--- src/rtl/mem_access_ctrl_if.sv ---
// mem_access_ctrl_if
//   Groups the two sides of the memory-access controller into one bundle:
//   the request/response side facing the control unit (Req, Write, Addr,
//   WrData, Busy, Done, Error, RdData) and the main-memory bus (A, B, RD, WR,
//   ACK, Data).
//   modport master : view of the controller itself (drives the memory bus
//                    and the status/response signals).
//   modport slave  : view of the surrounding logic (control unit + memory).
interface mem_access_ctrl_if #(
  parameter int DATAWIDTH_BUS = 32
);
  // Control-unit side
  logic                     MEM_ACCESS_CTRL_Req_In;
  logic                     MEM_ACCESS_CTRL_Write_In;
  logic [DATAWIDTH_BUS-1:0] MEM_ACCESS_CTRL_Addr_InBus;
  logic [DATAWIDTH_BUS-1:0] MEM_ACCESS_CTRL_WrData_InBus;
  logic                     MEM_ACCESS_CTRL_Busy_Out;
  logic                     MEM_ACCESS_CTRL_Done_Out;
  logic                     MEM_ACCESS_CTRL_Error_Out;
  logic [DATAWIDTH_BUS-1:0] MEM_ACCESS_CTRL_RdData_OutBus;
  // Memory side
  logic [DATAWIDTH_BUS-1:0] MEM_ACCESS_CTRL_MemA_OutBus;
  logic [DATAWIDTH_BUS-1:0] MEM_ACCESS_CTRL_MemB_OutBus;
  logic                     MEM_ACCESS_CTRL_MemRD_Out;
  logic                     MEM_ACCESS_CTRL_MemWR_Out;
  logic                     MEM_ACCESS_CTRL_MemACK_In;
  logic [DATAWIDTH_BUS-1:0] MEM_ACCESS_CTRL_MemData_InBus;

  modport master (
    input  MEM_ACCESS_CTRL_Req_In,
    input  MEM_ACCESS_CTRL_Write_In,
    input  MEM_ACCESS_CTRL_Addr_InBus,
    input  MEM_ACCESS_CTRL_WrData_InBus,
    output MEM_ACCESS_CTRL_Busy_Out,
    output MEM_ACCESS_CTRL_Done_Out,
    output MEM_ACCESS_CTRL_Error_Out,
    output MEM_ACCESS_CTRL_RdData_OutBus,
    output MEM_ACCESS_CTRL_MemA_OutBus,
    output MEM_ACCESS_CTRL_MemB_OutBus,
    output MEM_ACCESS_CTRL_MemRD_Out,
    output MEM_ACCESS_CTRL_MemWR_Out,
    input  MEM_ACCESS_CTRL_MemACK_In,
    input  MEM_ACCESS_CTRL_MemData_InBus
  );

  modport slave (
    output MEM_ACCESS_CTRL_Req_In,
    output MEM_ACCESS_CTRL_Write_In,
    output MEM_ACCESS_CTRL_Addr_InBus,
    output MEM_ACCESS_CTRL_WrData_InBus,
    input  MEM_ACCESS_CTRL_Busy_Out,
    input  MEM_ACCESS_CTRL_Done_Out,
    input  MEM_ACCESS_CTRL_Error_Out,
    input  MEM_ACCESS_CTRL_RdData_OutBus,
    input  MEM_ACCESS_CTRL_MemA_OutBus,
    input  MEM_ACCESS_CTRL_MemB_OutBus,
    input  MEM_ACCESS_CTRL_MemRD_Out,
    input  MEM_ACCESS_CTRL_MemWR_Out,
    output MEM_ACCESS_CTRL_MemACK_In,
    output MEM_ACCESS_CTRL_MemData_InBus
  );
endinterface

--- src/rtl/mem_access_ctrl.sv ---
// mem_access_ctrl
//   Bus-master side of the main-memory handshake. A single read or write
//   request from the control unit is latched in IDLE, the address, write
//   data and RD/WR strobe are driven in ACCESS until ACK arrives or the
//   timeout expires, and RECOVER inserts one strobe-low cycle before the
//   next access.
// Ports:
//   MEM_ACCESS_CTRL_CLOCK_50        : clock, all state on the rising edge
//   MEM_ACCESS_CTRL_ResetInHigh_In  : synchronous active-high reset
//   bus (mem_access_ctrl_if.master) : control-unit request/response signals
//                                     and the memory A/B/RD/WR/ACK/Data bus
module mem_access_ctrl #(
  parameter int DATAWIDTH_BUS  = 32,
  parameter int TIMEOUT_CYCLES = 8
) (
  input  logic                 MEM_ACCESS_CTRL_CLOCK_50,
  input  logic                 MEM_ACCESS_CTRL_ResetInHigh_In,
  mem_access_ctrl_if.master    bus
);

  localparam int CW = $clog2(TIMEOUT_CYCLES) + 1;
  localparam logic [CW-1:0] CNT_LAST = CW'(TIMEOUT_CYCLES - 1);

  typedef enum logic [1:0] {
    S_IDLE    = 2'd0,
    S_ACCESS  = 2'd1,
    S_RECOVER = 2'd2
  } state_t;

  state_t                   state_q, state_d;
  logic [CW-1:0]            cnt_q, cnt_d;
  logic                     write_q, write_d;
  logic                     rd_q, rd_d;
  logic                     wr_q, wr_d;
  logic                     done_q, done_d;
  logic                     err_q, err_d;
  logic [DATAWIDTH_BUS-1:0] addr_q, addr_d;
  logic [DATAWIDTH_BUS-1:0] memb_q, memb_d;
  logic [DATAWIDTH_BUS-1:0] rdata_q, rdata_d;

  logic ack_seen;
  logic timed_out;

  assign ack_seen  = bus.MEM_ACCESS_CTRL_MemACK_In;
  assign timed_out = (cnt_q == CNT_LAST);

  // State register
  always_ff @(posedge MEM_ACCESS_CTRL_CLOCK_50) begin
    if (MEM_ACCESS_CTRL_ResetInHigh_In) begin
      state_q <= S_IDLE;
      cnt_q   <= '0;
      write_q <= 1'b0;
      rd_q    <= 1'b0;
      wr_q    <= 1'b0;
      done_q  <= 1'b0;
      err_q   <= 1'b0;
      addr_q  <= '0;
      memb_q  <= '0;
      rdata_q <= '0;
    end else begin
      state_q <= state_d;
      cnt_q   <= cnt_d;
      write_q <= write_d;
      rd_q    <= rd_d;
      wr_q    <= wr_d;
      done_q  <= done_d;
      err_q   <= err_d;
      addr_q  <= addr_d;
      memb_q  <= memb_d;
      rdata_q <= rdata_d;
    end
  end

  // Next-state logic
  always_comb begin
    state_d = state_q;
    case (state_q)
      S_IDLE:    if (bus.MEM_ACCESS_CTRL_Req_In) state_d = S_ACCESS;
      S_ACCESS:  if (ack_seen || timed_out)      state_d = S_RECOVER;
      S_RECOVER: state_d = S_IDLE;
      default:   state_d = S_IDLE;
    endcase
  end

  // Registered-output next values. Done/Error are single-cycle pulses, so
  // they default low and are only raised on the ACCESS exit edge.
  always_comb begin
    cnt_d   = cnt_q;
    write_d = write_q;
    rd_d    = rd_q;
    wr_d    = wr_q;
    done_d  = 1'b0;
    err_d   = 1'b0;
    addr_d  = addr_q;
    memb_d  = memb_q;
    rdata_d = rdata_q;
    case (state_q)
      S_IDLE: begin
        rd_d = 1'b0;
        wr_d = 1'b0;
        if (bus.MEM_ACCESS_CTRL_Req_In) begin
          write_d = bus.MEM_ACCESS_CTRL_Write_In;
          addr_d  = bus.MEM_ACCESS_CTRL_Addr_InBus;
          // Reads park the write-data bus at zero.
          memb_d  = bus.MEM_ACCESS_CTRL_Write_In ? bus.MEM_ACCESS_CTRL_WrData_InBus : '0;
          rd_d    = ~bus.MEM_ACCESS_CTRL_Write_In;
          wr_d    = bus.MEM_ACCESS_CTRL_Write_In;
          cnt_d   = '0;
        end
      end
      S_ACCESS: begin
        if (ack_seen) begin
          if (!write_q) rdata_d = bus.MEM_ACCESS_CTRL_MemData_InBus;
          rd_d   = 1'b0;
          wr_d   = 1'b0;
          done_d = 1'b1;
        end else if (timed_out) begin
          rd_d  = 1'b0;
          wr_d  = 1'b0;
          err_d = 1'b1;
        end else begin
          cnt_d = cnt_q + CW'(1);
        end
      end
      S_RECOVER: begin
        rd_d = 1'b0;
        wr_d = 1'b0;
      end
      default: begin
        rd_d = 1'b0;
        wr_d = 1'b0;
      end
    endcase
  end

  assign bus.MEM_ACCESS_CTRL_Busy_Out      = (state_q != S_IDLE);
  assign bus.MEM_ACCESS_CTRL_Done_Out      = done_q;
  assign bus.MEM_ACCESS_CTRL_Error_Out     = err_q;
  assign bus.MEM_ACCESS_CTRL_RdData_OutBus = rdata_q;
  assign bus.MEM_ACCESS_CTRL_MemA_OutBus   = addr_q;
  assign bus.MEM_ACCESS_CTRL_MemB_OutBus   = memb_q;
  assign bus.MEM_ACCESS_CTRL_MemRD_Out     = rd_q;
  assign bus.MEM_ACCESS_CTRL_MemWR_Out     = wr_q;

endmodule

--- src/flat_wrapper.sv ---
// flat-port wrapper written by rule: the top's interface ports become plain ports
module mem_access_ctrl_flat 
#(
  parameter int DATAWIDTH_BUS  = 32,
  parameter int TIMEOUT_CYCLES = 8
)
  (MEM_ACCESS_CTRL_CLOCK_50, MEM_ACCESS_CTRL_ResetInHigh_In, bus_MEM_ACCESS_CTRL_Req_In, bus_MEM_ACCESS_CTRL_Write_In, bus_MEM_ACCESS_CTRL_Addr_InBus, bus_MEM_ACCESS_CTRL_WrData_InBus, bus_MEM_ACCESS_CTRL_Busy_Out, bus_MEM_ACCESS_CTRL_Done_Out, bus_MEM_ACCESS_CTRL_Error_Out, bus_MEM_ACCESS_CTRL_RdData_OutBus, bus_MEM_ACCESS_CTRL_MemA_OutBus, bus_MEM_ACCESS_CTRL_MemB_OutBus, bus_MEM_ACCESS_CTRL_MemRD_Out, bus_MEM_ACCESS_CTRL_MemWR_Out, bus_MEM_ACCESS_CTRL_MemACK_In, bus_MEM_ACCESS_CTRL_MemData_InBus);
  mem_access_ctrl_if #(.DATAWIDTH_BUS(DATAWIDTH_BUS)) bus_i ();
  input  logic MEM_ACCESS_CTRL_CLOCK_50;
  input  logic MEM_ACCESS_CTRL_ResetInHigh_In;
  input wire logic [$bits(bus_i.MEM_ACCESS_CTRL_Req_In)-1:0] bus_MEM_ACCESS_CTRL_Req_In;
  input wire logic [$bits(bus_i.MEM_ACCESS_CTRL_Write_In)-1:0] bus_MEM_ACCESS_CTRL_Write_In;
  input wire logic [$bits(bus_i.MEM_ACCESS_CTRL_Addr_InBus)-1:0] bus_MEM_ACCESS_CTRL_Addr_InBus;
  input wire logic [$bits(bus_i.MEM_ACCESS_CTRL_WrData_InBus)-1:0] bus_MEM_ACCESS_CTRL_WrData_InBus;
  output wire logic [$bits(bus_i.MEM_ACCESS_CTRL_Busy_Out)-1:0] bus_MEM_ACCESS_CTRL_Busy_Out;
  output wire logic [$bits(bus_i.MEM_ACCESS_CTRL_Done_Out)-1:0] bus_MEM_ACCESS_CTRL_Done_Out;
  output wire logic [$bits(bus_i.MEM_ACCESS_CTRL_Error_Out)-1:0] bus_MEM_ACCESS_CTRL_Error_Out;
  output wire logic [$bits(bus_i.MEM_ACCESS_CTRL_RdData_OutBus)-1:0] bus_MEM_ACCESS_CTRL_RdData_OutBus;
  output wire logic [$bits(bus_i.MEM_ACCESS_CTRL_MemA_OutBus)-1:0] bus_MEM_ACCESS_CTRL_MemA_OutBus;
  output wire logic [$bits(bus_i.MEM_ACCESS_CTRL_MemB_OutBus)-1:0] bus_MEM_ACCESS_CTRL_MemB_OutBus;
  output wire logic [$bits(bus_i.MEM_ACCESS_CTRL_MemRD_Out)-1:0] bus_MEM_ACCESS_CTRL_MemRD_Out;
  output wire logic [$bits(bus_i.MEM_ACCESS_CTRL_MemWR_Out)-1:0] bus_MEM_ACCESS_CTRL_MemWR_Out;
  input wire logic [$bits(bus_i.MEM_ACCESS_CTRL_MemACK_In)-1:0] bus_MEM_ACCESS_CTRL_MemACK_In;
  input wire logic [$bits(bus_i.MEM_ACCESS_CTRL_MemData_InBus)-1:0] bus_MEM_ACCESS_CTRL_MemData_InBus;
  assign bus_i.MEM_ACCESS_CTRL_Req_In = bus_MEM_ACCESS_CTRL_Req_In;
  assign bus_i.MEM_ACCESS_CTRL_Write_In = bus_MEM_ACCESS_CTRL_Write_In;
  assign bus_i.MEM_ACCESS_CTRL_Addr_InBus = bus_MEM_ACCESS_CTRL_Addr_InBus;
  assign bus_i.MEM_ACCESS_CTRL_WrData_InBus = bus_MEM_ACCESS_CTRL_WrData_InBus;
  assign bus_MEM_ACCESS_CTRL_Busy_Out = bus_i.MEM_ACCESS_CTRL_Busy_Out;
  assign bus_MEM_ACCESS_CTRL_Done_Out = bus_i.MEM_ACCESS_CTRL_Done_Out;
  assign bus_MEM_ACCESS_CTRL_Error_Out = bus_i.MEM_ACCESS_CTRL_Error_Out;
  assign bus_MEM_ACCESS_CTRL_RdData_OutBus = bus_i.MEM_ACCESS_CTRL_RdData_OutBus;
  assign bus_MEM_ACCESS_CTRL_MemA_OutBus = bus_i.MEM_ACCESS_CTRL_MemA_OutBus;
  assign bus_MEM_ACCESS_CTRL_MemB_OutBus = bus_i.MEM_ACCESS_CTRL_MemB_OutBus;
  assign bus_MEM_ACCESS_CTRL_MemRD_Out = bus_i.MEM_ACCESS_CTRL_MemRD_Out;
  assign bus_MEM_ACCESS_CTRL_MemWR_Out = bus_i.MEM_ACCESS_CTRL_MemWR_Out;
  assign bus_i.MEM_ACCESS_CTRL_MemACK_In = bus_MEM_ACCESS_CTRL_MemACK_In;
  assign bus_i.MEM_ACCESS_CTRL_MemData_InBus = bus_MEM_ACCESS_CTRL_MemData_InBus;
  mem_access_ctrl #(.DATAWIDTH_BUS(DATAWIDTH_BUS), .TIMEOUT_CYCLES(TIMEOUT_CYCLES)) u_core (.MEM_ACCESS_CTRL_CLOCK_50(MEM_ACCESS_CTRL_CLOCK_50), .MEM_ACCESS_CTRL_ResetInHigh_In(MEM_ACCESS_CTRL_ResetInHigh_In), .bus(bus_i));
endmodule
--- config.mk ---
export PLATFORM = sky130hd
export DESIGN_NAME = mem_access_ctrl_flat
export DESIGN_NICKNAME = d
export VERILOG_FILES = /design/src/rtl/mem_access_ctrl_if.sv /design/src/rtl/mem_access_ctrl.sv /design/src/flat_wrapper.sv
export SDC_FILE = /design/constraint.sdc
export NUM_CORES = 1
export LEC_CHECK = 0
export ABC_AREA = 1
export CAP_MARGIN = 40
export CORE_ASPECT_RATIO = 1.4
export CORE_UTILIZATION = 42
export CTS_CLUSTER_SIZE = 24
export DETAILED_ROUTE_END_ITERATION = 16
export GPL_ROUTABILITY_DRIVEN = 0
export PLACE_DENSITY_LB_ADDON = 0.2
export SLEW_MARGIN = 15
export SYNTH_ARGS = -nofsm -noshare
export SYNTH_HDL_FRONTEND = slang
export SYNTH_SLANG_ARGS = --single-unit
--- constraint.sdc ---
create_clock -name MEM_ACCESS_CTRL_CLOCK_50 -period 1.8 [get_ports MEM_ACCESS_CTRL_CLOCK_50]
set_input_delay 0.54 -clock MEM_ACCESS_CTRL_CLOCK_50 [delete_from_list [all_inputs] [get_ports MEM_ACCESS_CTRL_CLOCK_50]]
set_output_delay 0.54 -clock MEM_ACCESS_CTRL_CLOCK_50 [all_outputs]
set_load 0.02 [all_outputs]
### Word level (Yosys, flattened, before mapping)

Cells that the tools add are included.

| word-level totals | value |
|---|---|
| register bits | 107 |
| bits in latches | 0 |
| RAM bits | 0 |
| bits in read-only memories | 0 |
| logic and storage cells | 47 |
| memories | 0 |

| cells by class | value |
|---|---|
| $add $sub $neg | 1 |
| multipliers | 0 |
| div/mod/pow operators | 0 |
| order comparisons | 0 |
| equality and inequality tests | 7 |
| shifts and indexed selects | 0 |
| muxes and demuxes | 16 |
| bitwise gates (word level) | 3 |
| reductions and logical operators | 10 |

Operator list:

| operator | number |
|---|---|
| 32-bit two-way mux | 1 |
| 4-bit two-way mux | 3 |
| 4-bit case mux with 2 select lines | 1 |
| 1-bit two-way mux | 6 |
| 2-bit != test (second input constant) | 3 |
| 4-bit by 1-bit adder with 4-bit output (second input constant) | 1 |
| 4-bit by 3-bit equality test with 1-bit output (second input constant) | 1 |
| 2-bit two-way mux | 2 |
| 1-bit case mux with 2 select lines | 2 |
| 2-bit case mux with 2 select lines | 1 |
| 2-bit AND reduction | 2 |
| 4-bit AND reduction | 1 |
| 2-bit nonzero test | 2 |
| 3-bit by 2-bit != test with 1-bit output (second input constant) | 1 |
| 1-bit NOT | 3 |
| 3-bit AND reduction | 1 |
| 3-bit OR reduction | 1 |
| 2-bit by 1-bit equality test with 1-bit output (second input constant) | 1 |
| 2-bit zero test | 1 |
| 2-bit by 1-bit != test with 1-bit output (second input constant) | 1 |
| 2-bit OR reduction | 1 |
| 1-bit logical OR | 1 |

### Logic depth before layout (Yosys ltp)

Gate-level depths: netlist of run 1.

| depth | value |
|---|---|
| depth in word-level cells | 4 |
| gate-level depth with buffers | 8 |
| depth with buffers taken out | 8 |

### Worst setup path after synthesis of run 1

Ideal clock, no wire load.

| path | value |
|---|---|
| kind | input-to-reg |
| start point | input bus_MEM_ACCESS_CTRL_MemACK_In |
| end point | register u_core.rdata_q[10] (netlist: u_core.bus.MEM_ACCESS_CTRL_RdData_OutBus[10]) |
| library setup time | 0.116 ns |
| arrival time | 1.102 ns |
| setup slack | 0.582 ns |
| stages | 6 |
| path buffers | 1 |
| cells stage by stage | inv_1 -> nor2_1 -> nand2_2 -> clkbuf_2 -> o21ai_0 -> nor2_1 |

| on the way | value |
|---|---|
| longest elaborated chain between the ends | 1 |

Ends and longest elaborated chain:

| item | RTL line | text |
|---|---|---|
| from (decl) | flat_wrapper.sv:23 | `input wire logic [$bits(bus_i.MEM_ACCESS_CTRL_MemACK_In)-1:0] bus_MEM_ACCESS_CTRL_MemACK_In;` |
| 3-bit AND reduction (no source line) | -- |  |
| to (signal assigned) | mem_access_ctrl.sv:70 | `rdata_q <= rdata_d;` |
| to (decl) | mem_access_ctrl.sv:39 | `logic [DATAWIDTH_BUS-1:0] rdata_q, rdata_d;` |

Every way passes these cells.
A chain may end at the register's enable or synchronous reset.

### Worst setup path after layout of run 1

| path | value |
|---|---|
| start point | register u_core.state_q[0] |
| end point | output bus_MEM_ACCESS_CTRL_Busy_Out |

| on the way | value |
|---|---|
| longest elaborated chain between the ends | 1 |

Ends and longest elaborated chain:

| item | RTL line | text |
|---|---|---|
| from (decl) | mem_access_ctrl.sv:30 | `state_t state_q, state_d;` |
| from (signal assigned) | mem_access_ctrl.sv:61 | `state_q <= state_d;` |
| 2-bit nonzero test | mem_access_ctrl.sv:136 | `assign bus.MEM_ACCESS_CTRL_Busy_Out = (state_q != S_IDLE);` |
| to (decl) | flat_wrapper.sv:15 | `output wire logic [$bits(bus_i.MEM_ACCESS_CTRL_Busy_Out)-1:0] bus_MEM_ACCESS_CTRL_Busy_Out;` |

Every way passes these cells.

==> metrics, run 1 <==
Crit path max-delay family flip-flops; final WL 10600 um; xor and xnor area share after synthesis 0%; status finished, final reports clean; antenna violations before repair 0; Vert. Die Dim between 100 and 150 um; most crowded layer after global routing met2; max-slew violation count 0; r2r setup slk 0.52 ns; Core Util, Final between 70% and 80%; clock-pin slew on the worst setup and hold paths 0.07 ns; Setup crit end kind primary output; final cell count without fillers 803; Slew @ Worst Pin 0.251 ns; Overflow after GRT 0; sequential area share after synthesis 55.7%; Starting Density 44.1%; met1 Use GR 23.5%; number of global-route vias before repair 3824; drt wl/cell 13.2 um; syn_nets 596; Root Driver clkbuf_16; share of cells above drive strength 1 6.30%; Hold WS around 0.46 ns; H-tree depth 3; commonest cells after routing, fill and taps aside nor2_1, dfxtp_1, clkdlybuf4s50_1, dlygate4sd2_1, nand2_1; critical path fanouts, max 3; Area growth syn-to-layout 60.4%; post-synthesis adder-cell area fraction 0.326%; Worst Hold Class flop to flop; clock tree sinks about 110; max_slew headroom 83.3%; Clock Skew between 0.004 and 0.005 ns; Slowest-stage cell, CP dfxtp_1; met2 GRT Util 42.6%; DR vias/cell 4.82; largest family of logic cells by synthesized area simple AND/OR/NAND/NOR gates; # setup viols final 0; Setup WS pre-CTS -0.105 ns; #FFs+latches synth 107; CP startpoint kind flop; synthesized cell area 3840 sq um; Fin. Hold Viols 0; CP required 1.26 ns; CTS tree yes; multiplexer share of the synthesized area 0%; Max Cap Viol 0; RSZ-0062 raised after global routing false; Avg Cell Area, Syn 7.78 sq um; post-CTS setup repair buffer count 0; Routed Antenna Nets 0; post-synth top area cell dfxtp_1; Die W 82.9 um; Placed Cells roughly 790; Pleak around 2.9 nW; via count 3868; Synth Instances 494; Diodes inserted 0; Final WS setup 0.184 ns; clock buffer depth 2; VDD IR max 0.673 mV; first-pass GRT wire length 17400 um; commonest non-fill, non-tap cell in the layout nor2_1; DRC viols 0; critical path data arrival time 1.08 ns; clock latency on the worst-skew pair 0.34 ns; # rows 40; Final min period 1.62 ns; port bufs 201; CP peak stage delay 0.39 ns; Pre-Repair DR Iteration Count 4; die area ~9500 sq um; Distinct cells, synth 21; core area 8710 sq um; Buf/Inv on CP 2; HPWL Detailed 7840 um; largest net degree at the start of global routing 67; Final Cycle Share about nine tenths; critical path class flop to primary output; post-synthesis simple-gate area fraction about 25%; starting DRC count in detailed routing 180; GRT Total Usage 22.6%; Setup Total Neg Slack 0 ns; met3 usage 4.52%; final net count 795; Critical Path, Cell by Cell inv_2 > nand2_2 > clkbuf_2; largest cells by area after synthesis dfxtp_1, nor2_1, nand2_1, o21ai_0, a21oi_1; Synth top area share 55.7%; Hold Buf Count CTS 0; I/O pin total roughly 200; total CTS buffers 9; PD cells 911 nW/um^2; Ys Warns 0; Compound-Gate Fraction of Synth Area 12.9%; Achievable Freq 619 MHz
==> worst min-delay path, cell delays in order (launching register included) <==
cell	delay [ns]
dfxtp_1	0.31
nand2_1	0.05
a21oi_1	0.05
==> worst paths after layout <==
| kind | from | to | cells past startpoint |
|---|---|---|---|
| max | u_core.state_q[0] | bus_MEM_ACCESS_CTRL_Busy_Out | 3 |
| min | u_core.bus.MEM_ACCESS_CTRL_MemWR_Out | u_core.bus.MEM_ACCESS_CTRL_MemWR_Out | 2 |
| max reg2reg | u_core.state_q[1] | u_core.bus.MEM_ACCESS_CTRL_RdData_OutBus[16] | 7 |
| min reg2reg | u_core.bus.MEM_ACCESS_CTRL_MemWR_Out | u_core.bus.MEM_ACCESS_CTRL_MemWR_Out | 2 |
==> stage by stage <==
step | instance area, sq um | total power, mW
detailed placement | 5990 | 3.80
finish | 6170 | 5.62
CTS | 6170 | 5.68
global placement | 5990 | 3.77
global route | 6170 | 5.88
floorplan | 3840 | 3.19
==> synth_stat cells (all sizes together) <==
| cell | n |
|---|---|
| nand3 | 7 |
| clkbuf | 12 |
| dfxtp | 107 |
| or2 | 2 |
| ha | 1 |
| o21ai | 64 |
| buf | 18 |
| nor3 | 1 |
| inv | 15 |
| a21oi | 35 |
| nor2 | 140 |
| nand2 | 92 |
==> cell families after synthesis <==
kind of cell / count (synthesis)
buffers and inverters: 45
AOI/OAI and AO/OA: 99
adders and majority gates: 1
and+or+nand+nor: 242
DFF: 107
==> sequential cells by signal, summed over array words and instances, names as in the netlist <==
signal and count:
u_core.write_q 1, u_core.bus.MEM_ACCESS_CTRL_MemWR_Out 1, u_core.bus.MEM_ACCESS_CTRL_MemA_OutBus 32, u_core.bus.MEM_ACCESS_CTRL_RdData_OutBus 32, u_core.bus.MEM_ACCESS_CTRL_Error_Out 1, u_core.cnt_q 4
u_core.bus.MEM_ACCESS_CTRL_MemRD_Out 1, u_core.bus.MEM_ACCESS_CTRL_Done_Out 1, u_core.state_q 2, u_core.bus.MEM_ACCESS_CTRL_MemB_OutBus 32
==> metal layers <==
layer  routed length, um  part of all wire, %
met1                4090                   39
met2                5540                   52
met3                 628                  5.9
met4                 327                  3.1
met5                   0                    0
==> area by class of cell <==
cell class,instances,area [sq um]
Inverter,15,56.3
Fill cell,732,2540
Tap cell,105,131
Clock inverter,4,48.8
Timing Repair Buffer,218,2070
Sequential cell,107,2140
Clock buffer,12,256
Multi-Input combinational cell,342,1460
==> repair_timing <==
item,4_1_cts,5_1_grt
setup endpoints to repair,101,1
gates resized for setup,102,1
cloned,0,0
==> where the power goes <==
part | switching [mW] | total [mW] | internal, mW
logic | 0.547 | 1.04 | 0.489
clock network | 0.834 | 1.99 | 1.15
registers | 0.0737 | 2.59 | 2.52
total | 1.45 | 5.62 | 4.16
(Power assumes the default switching activity.)
==> run 2, diff against run 1 <==
--- a/config.mk
+++ b/config.mk
@@ -8,10 +8,12 @@
 export ABC_AREA = 1
 export CAP_MARGIN = 40
 export CORE_ASPECT_RATIO = 1.4
+export CORE_MARGIN = 2
 export CORE_UTILIZATION = 42
 export CTS_CLUSTER_SIZE = 24
 export DETAILED_ROUTE_END_ITERATION = 16
 export GPL_ROUTABILITY_DRIVEN = 0
+export HOLD_SLACK_MARGIN = 0.02
 export PLACE_DENSITY_LB_ADDON = 0.2
 export SLEW_MARGIN = 15
 export SYNTH_ARGS = -nofsm -noshare
==> metrics, run 2 (synthesized netlist as in run 1, its figures left out) <==
clock buffer depth 2; CTS tree yes; GRT Total Usage about a fifth; critical path fanouts, max 3; core area between 8000 and 9000 sq um; final cell count without fillers between 800 and 900; VDD IR max 0.680 mV; Final WS setup 0.210 ns; DR vias/cell approximately 4.8; Design Area, Final 6160 sq um; Final Cycle Share between 80% and 90%; Setup crit end kind primary output; Pleak 2.84 nW; number of global-route vias before repair 3723; largest net degree at the start of global routing 46; final net count 797; max_slew headroom 80.4%; I/O pin total 202; Area growth syn-to-layout 60.3%; Diodes inserted 0; antenna violations before repair 0; Root Driver clkbuf_16; # setup viols final 0; Fin. Hold Viols 0; share of cells above drive strength 1 6.30%; commonest non-fill, non-tap cell in the layout nor2_1; drt wl/cell between 10 and 15 um; clock tree sinks 107; Core Util, Final 68.6%; Pre-Repair DR Iteration Count 4; sw power 1.41 mW; Internal Pwr Total 4.02 mW; die area 9940 sq um; clock latency on the worst-skew pair 0.33 ns; CP required roughly 1.3 ns; Vert. Die Dim 117 um; Slew @ Worst Pin 0.294 ns; commonest cells after routing, fill and taps aside nor2_1, dfxtp_1, clkdlybuf4s50_1, dlygate4sd2_1, nand2_1; Die W about 85 um; Overflow after GRT 0; RSZ-0062 raised after global routing false; Placed Cells around 800; final WL 10500 um; port bufs 201; starting DRC count in detailed routing 136; total CTS buffers 9; status finished, final reports clean; clock-pin slew on the worst setup and hold paths 0.06 ns; sequential power share between 40% and 50%; Routed Antenna Nets 0; PD cells 880 nW/um^2; DRC viols 0; area of the multi-input gates 1460 sq um; r2r setup slk ~0.57 ns; fill count 798; # rows 41; Clock Skew 0.00552 ns; critical path class flop to primary output; Reg area between 2000 and 2500 sq um; Clock Power Share 32.8%; Final min period 1.59 ns; post-CTS setup repair buffer count 0; Switching Share 26.0%; via count 3848; H-tree depth 3; Starting Density 42.8%; Worst Hold Class flop to flop; Setup WS pre-CTS -0.0671 ns; CP startpoint kind flop; max-slew violation count 0; Achievable Freq 629 MHz; Max Cap Viol 0; HPWL Detailed 8030 um; first-pass GRT wire length ~17000 um; Gate power share 19.4%; critical path data arrival time 1.05 ns; Post-DP Area 6020 sq um
==> run 2: changes by cell type in the layout (fill, tap and decap cells not counted) <==
cell	change
buf_12	+1
bufinv_16	-1
buf_4	+1
clkinv_2	-1
clkinv_4	-1
clkinvlp_4	+1
==> run 2: stage by stage <==
stage	hold WS (ns)	setup TNS, ns	power (mW)
after floorplan	0.444	0	3.19
after detailed placement	0.454	-1.16	3.81
after CTS	0.462	0	5.49
after global routing	0.484	0	5.70
final	0.463	0	5.42
after global placement	0.450	-0.456	3.79
==> run 2: critical path: stages, from the launching register on <==
cell	delay, ns
dfxtp_1	0.37
inv_2	0.07
nand2_2	0.09
clkbuf_2	0.18
==> run 2: final timing paths <==
path                                                                  from                                          to  cells after the start
worst max-delay path                                     u_core.state_q[0]                bus_MEM_ACCESS_CTRL_Busy_Out                      3
worst min-delay path            u_core.bus.MEM_ACCESS_CTRL_MemB_OutBus[17]  u_core.bus.MEM_ACCESS_CTRL_MemB_OutBus[17]                      2
worst max register to register                             u_core.cnt_q[0]                             u_core.cnt_q[1]                      8
worst min register to register  u_core.bus.MEM_ACCESS_CTRL_MemB_OutBus[17]  u_core.bus.MEM_ACCESS_CTRL_MemB_OutBus[17]                      2
==> run 2: per-layer routing <==
layer / track usage (%) / vias to the layer above / wire length (um)
met3: 6.31 / 26 / 709
met5: 0 / - / 0
met2: 39.2 / 137 / 5480
met1: 21.8 / 1724 / 4050
met4: 9.10 / 0 / 290
li1: - / 1961 / -
==> run 2: timing repair <==
action                     in CTS  in global routing
hold buffers                    0                  0
gates resized for setup       101                  2
pin swaps                       0                  0
setup endpoints to repair     101                  1
==> run 2: power groups by stage <==
stage / Sequential [mW] / Combinational, mW / Clock (mW)
2_1_floorplan: 2.82 / 0.365 / 0
3_3_place_gp: 2.65 / 1.14 / 0
3_5_place_dp: 2.66 / 1.16 / 0
4_1_cts: 2.60 / 1.06 / 1.83
5_1_grt: 2.61 / 1.15 / 1.94
6_report: 2.59 / 1.05 / 1.78
==> run 2: final cells by class <==
type                    count  area share [%]
well taps                 107            2.17
clock inverters             2           0.203
multi-input cells         342            23.7
inverters                  15           0.914
flip-flops and latches    107            34.8
clock buffers              12            4.16
repair buffers            220            34.1
==> run 3, diff against run 2 <==
--- a/config.mk
+++ b/config.mk
@@ -10,11 +10,12 @@
 export CORE_ASPECT_RATIO = 1.4
 export CORE_MARGIN = 2
 export CORE_UTILIZATION = 42
+export CTS_BUF_LIST = sky130_fd_sc_hd__clkbuf_8 sky130_fd_sc_hd__clkbuf_16
 export CTS_CLUSTER_SIZE = 24
 export DETAILED_ROUTE_END_ITERATION = 16
 export GPL_ROUTABILITY_DRIVEN = 0
 export HOLD_SLACK_MARGIN = 0.02
-export PLACE_DENSITY_LB_ADDON = 0.2
+export PLACE_DENSITY = 0.95
 export SLEW_MARGIN = 15
 export SYNTH_ARGS = -nofsm -noshare
 export SYNTH_HDL_FRONTEND = slang
==> metrics, run 3 (synthesized netlist as in run 1, its figures left out) <==
Post-DP Area 6000 sq um; # rows 41; Routed Antenna Nets 0; Final Cycle Share between 90% and 100%; # setup viols final 0; Design Area, Final 6190 sq um; H-tree depth 3; commonest non-fill, non-tap cell in the layout nor2_1; antenna violations before repair 0; Area growth syn-to-layout 61.2%; final WL 11200 um; fill count 727; Root Driver clkbuf_16; core area 8980 sq um; number of global-route vias before repair between 3000 and 4000; CP peak stage delay 0.48 ns; Vert. Die Dim 117 um; RSZ-0062 raised after global routing false; Setup crit end kind flop; critical path endpoint u_core.bus.MEM_ACCESS_CTRL_RdData_OutBus[16]; Pleak approximately 2.9 nW; PD cells 930 nW/um^2; r2r worst-path depth 7; Overflow after GRT 0; CTS tree yes; r2r setup slk between 0.4 and 0.5 ns; share of cells above drive strength 1 between 6 and 7%; Placed Cells 788; crit path launch bus_MEM_ACCESS_CTRL_MemACK_In; Final min period 1.70 ns; Clock Skew 0.00526 ns; critical path fanouts, max 19; DR vias/cell 4.93; area of the multi-input gates around 1500 sq um; reg2reg end u_core.bus.MEM_ACCESS_CTRL_RdData_OutBus[16]; Pre-Repair DR Iteration Count 6; Slowest-stage cell, CP clkdlybuf4s50_1; Critical Path, Cell by Cell clkdlybuf4s50_1 > inv_1 > nor2_1 > nand2_2 > buf_4 > o21ai_0 > nor2_1; Hold Buf Count CTS 0; final net count approximately 800; CP startpoint kind input port; Diodes inserted 0; GRT Total Usage 22.1%; clock-pin slew on the worst setup and hold paths 0.07 ns; Die W 84.9 um; HPWL Detailed roughly 8400 um; Max Cap Viol 0; clock tree sinks between 100 and 150; critical path data arrival time 1.92 ns; critical path class input port to flop; Starting Density a little over two fifths; DRC viols 0; max_slew headroom 77.6%; final cell count without fillers 804; starting DRC count in detailed routing 200; Fin. Hold Viols 0; Reg area roughly 2100 sq um; drt wl/cell around 14 um; max-slew violation count 0; via count 3961; die area 9940 sq um; Worst Hold Class flop to flop; clock buffer depth 2; commonest cells after routing, fill and taps aside nor2_1, dfxtp_1, clkdlybuf4s50_1, dlygate4sd2_1, nand2_1; I/O pin total 202; largest net degree at the start of global routing 67; CP required 2.02 ns; first-pass GRT wire length about 18000 um; post-CTS setup repair buffer count 0; clock latency on the worst-skew pair 0.33 ns; port bufs about 200; cell repeated most along the worst path nor2_1; Achievable Freq 590 MHz; VDD IR max 0.629 mV; Slew @ Worst Pin 0.333 ns; status finished, final reports clean; total CTS buffers 9; origin of the critical flop-to-flop path u_core.state_q[1]
==> run 3: stage by stage <==
stage | setup TNS, ns | util (%) | setup slack, ns | power (mW) | hold slack (ns)
floorplan | 0 | - | 0.582 | 3.19 | 0.444
global placement | -2.82 | 66.8 | -0.103 | 3.77 | 0.450
detailed placement | -5.70 | 66.8 | -0.209 | 3.81 | 0.456
CTS | 0 | 69.0 | 0.00271 | 5.82 | 0.464
global route | 0 | 69.0 | 0.0541 | 6.01 | 0.473
finish | 0 | 69.0 | 0.104 | 5.76 | 0.458
==> run 3: critical path, delay by kind of cell <==
family | cells | cell delay [ns]
AND/OR/NAND/NOR | 3 | 0.36
AO/OA/AOI/OAI | 1 | 0.23
buffers and inverters | 3 | 0.78
==> run 3: worst min path at each step <==
stage                                                     from  cells after the start  slack (ns)                                    endpoint
floorplan                                       u_core.write_q                      2        0.44                              u_core.write_q
global placement     u_core.bus.MEM_ACCESS_CTRL_MemB_OutBus[8]                      2        0.45   u_core.bus.MEM_ACCESS_CTRL_MemB_OutBus[8]
detailed placement   u_core.bus.MEM_ACCESS_CTRL_MemB_OutBus[2]                      2        0.46   u_core.bus.MEM_ACCESS_CTRL_MemB_OutBus[2]
CTS                  u_core.bus.MEM_ACCESS_CTRL_MemB_OutBus[2]                      2        0.46   u_core.bus.MEM_ACCESS_CTRL_MemB_OutBus[2]
global route        u_core.bus.MEM_ACCESS_CTRL_MemB_OutBus[28]                      2        0.47  u_core.bus.MEM_ACCESS_CTRL_MemB_OutBus[28]
finish               u_core.bus.MEM_ACCESS_CTRL_MemB_OutBus[2]                      2        0.46   u_core.bus.MEM_ACCESS_CTRL_MemB_OutBus[2]
==> run 3: metal layers <==
| layer | track usage [%] | vias to the layer above | wire length, um |
|---|---|---|---|
| li1 | - | 1959 | - |
| met1 | 22.6 | 1817 | 4070 |
| met2 | 41.7 | 156 | 6040 |
| met3 | 5.19 | 29 | 732 |
| met4 | 11.2 | 0 | 371 |
| met5 | 0 | - | 0 |
==> run 3: where the power goes <==
group / switching (mW) / internal [mW]
logic: 0.561 / 0.494
registers: 0.0775 / 2.52
clock network: 0.846 / 1.26
==> run 3: layout make-up <==
type | count | area share (%)
clock inverter | 6 | 1.41
timing repair buffer | 217 | 33.5
sequential | 107 | 34.6
tap | 107 | 2.16
inverter | 15 | 0.909
multi-input combinational | 342 | 23.6
clock buffer | 10 | 3.86
==> run 3: what timing repair did <==
| action | in CTS | in global routing |
|---|---|---|
| gates cloned | 0 | 0 |
| endpoints found under the setup margin | 101 | 1 |
| resized for setup | 101 | 2 |
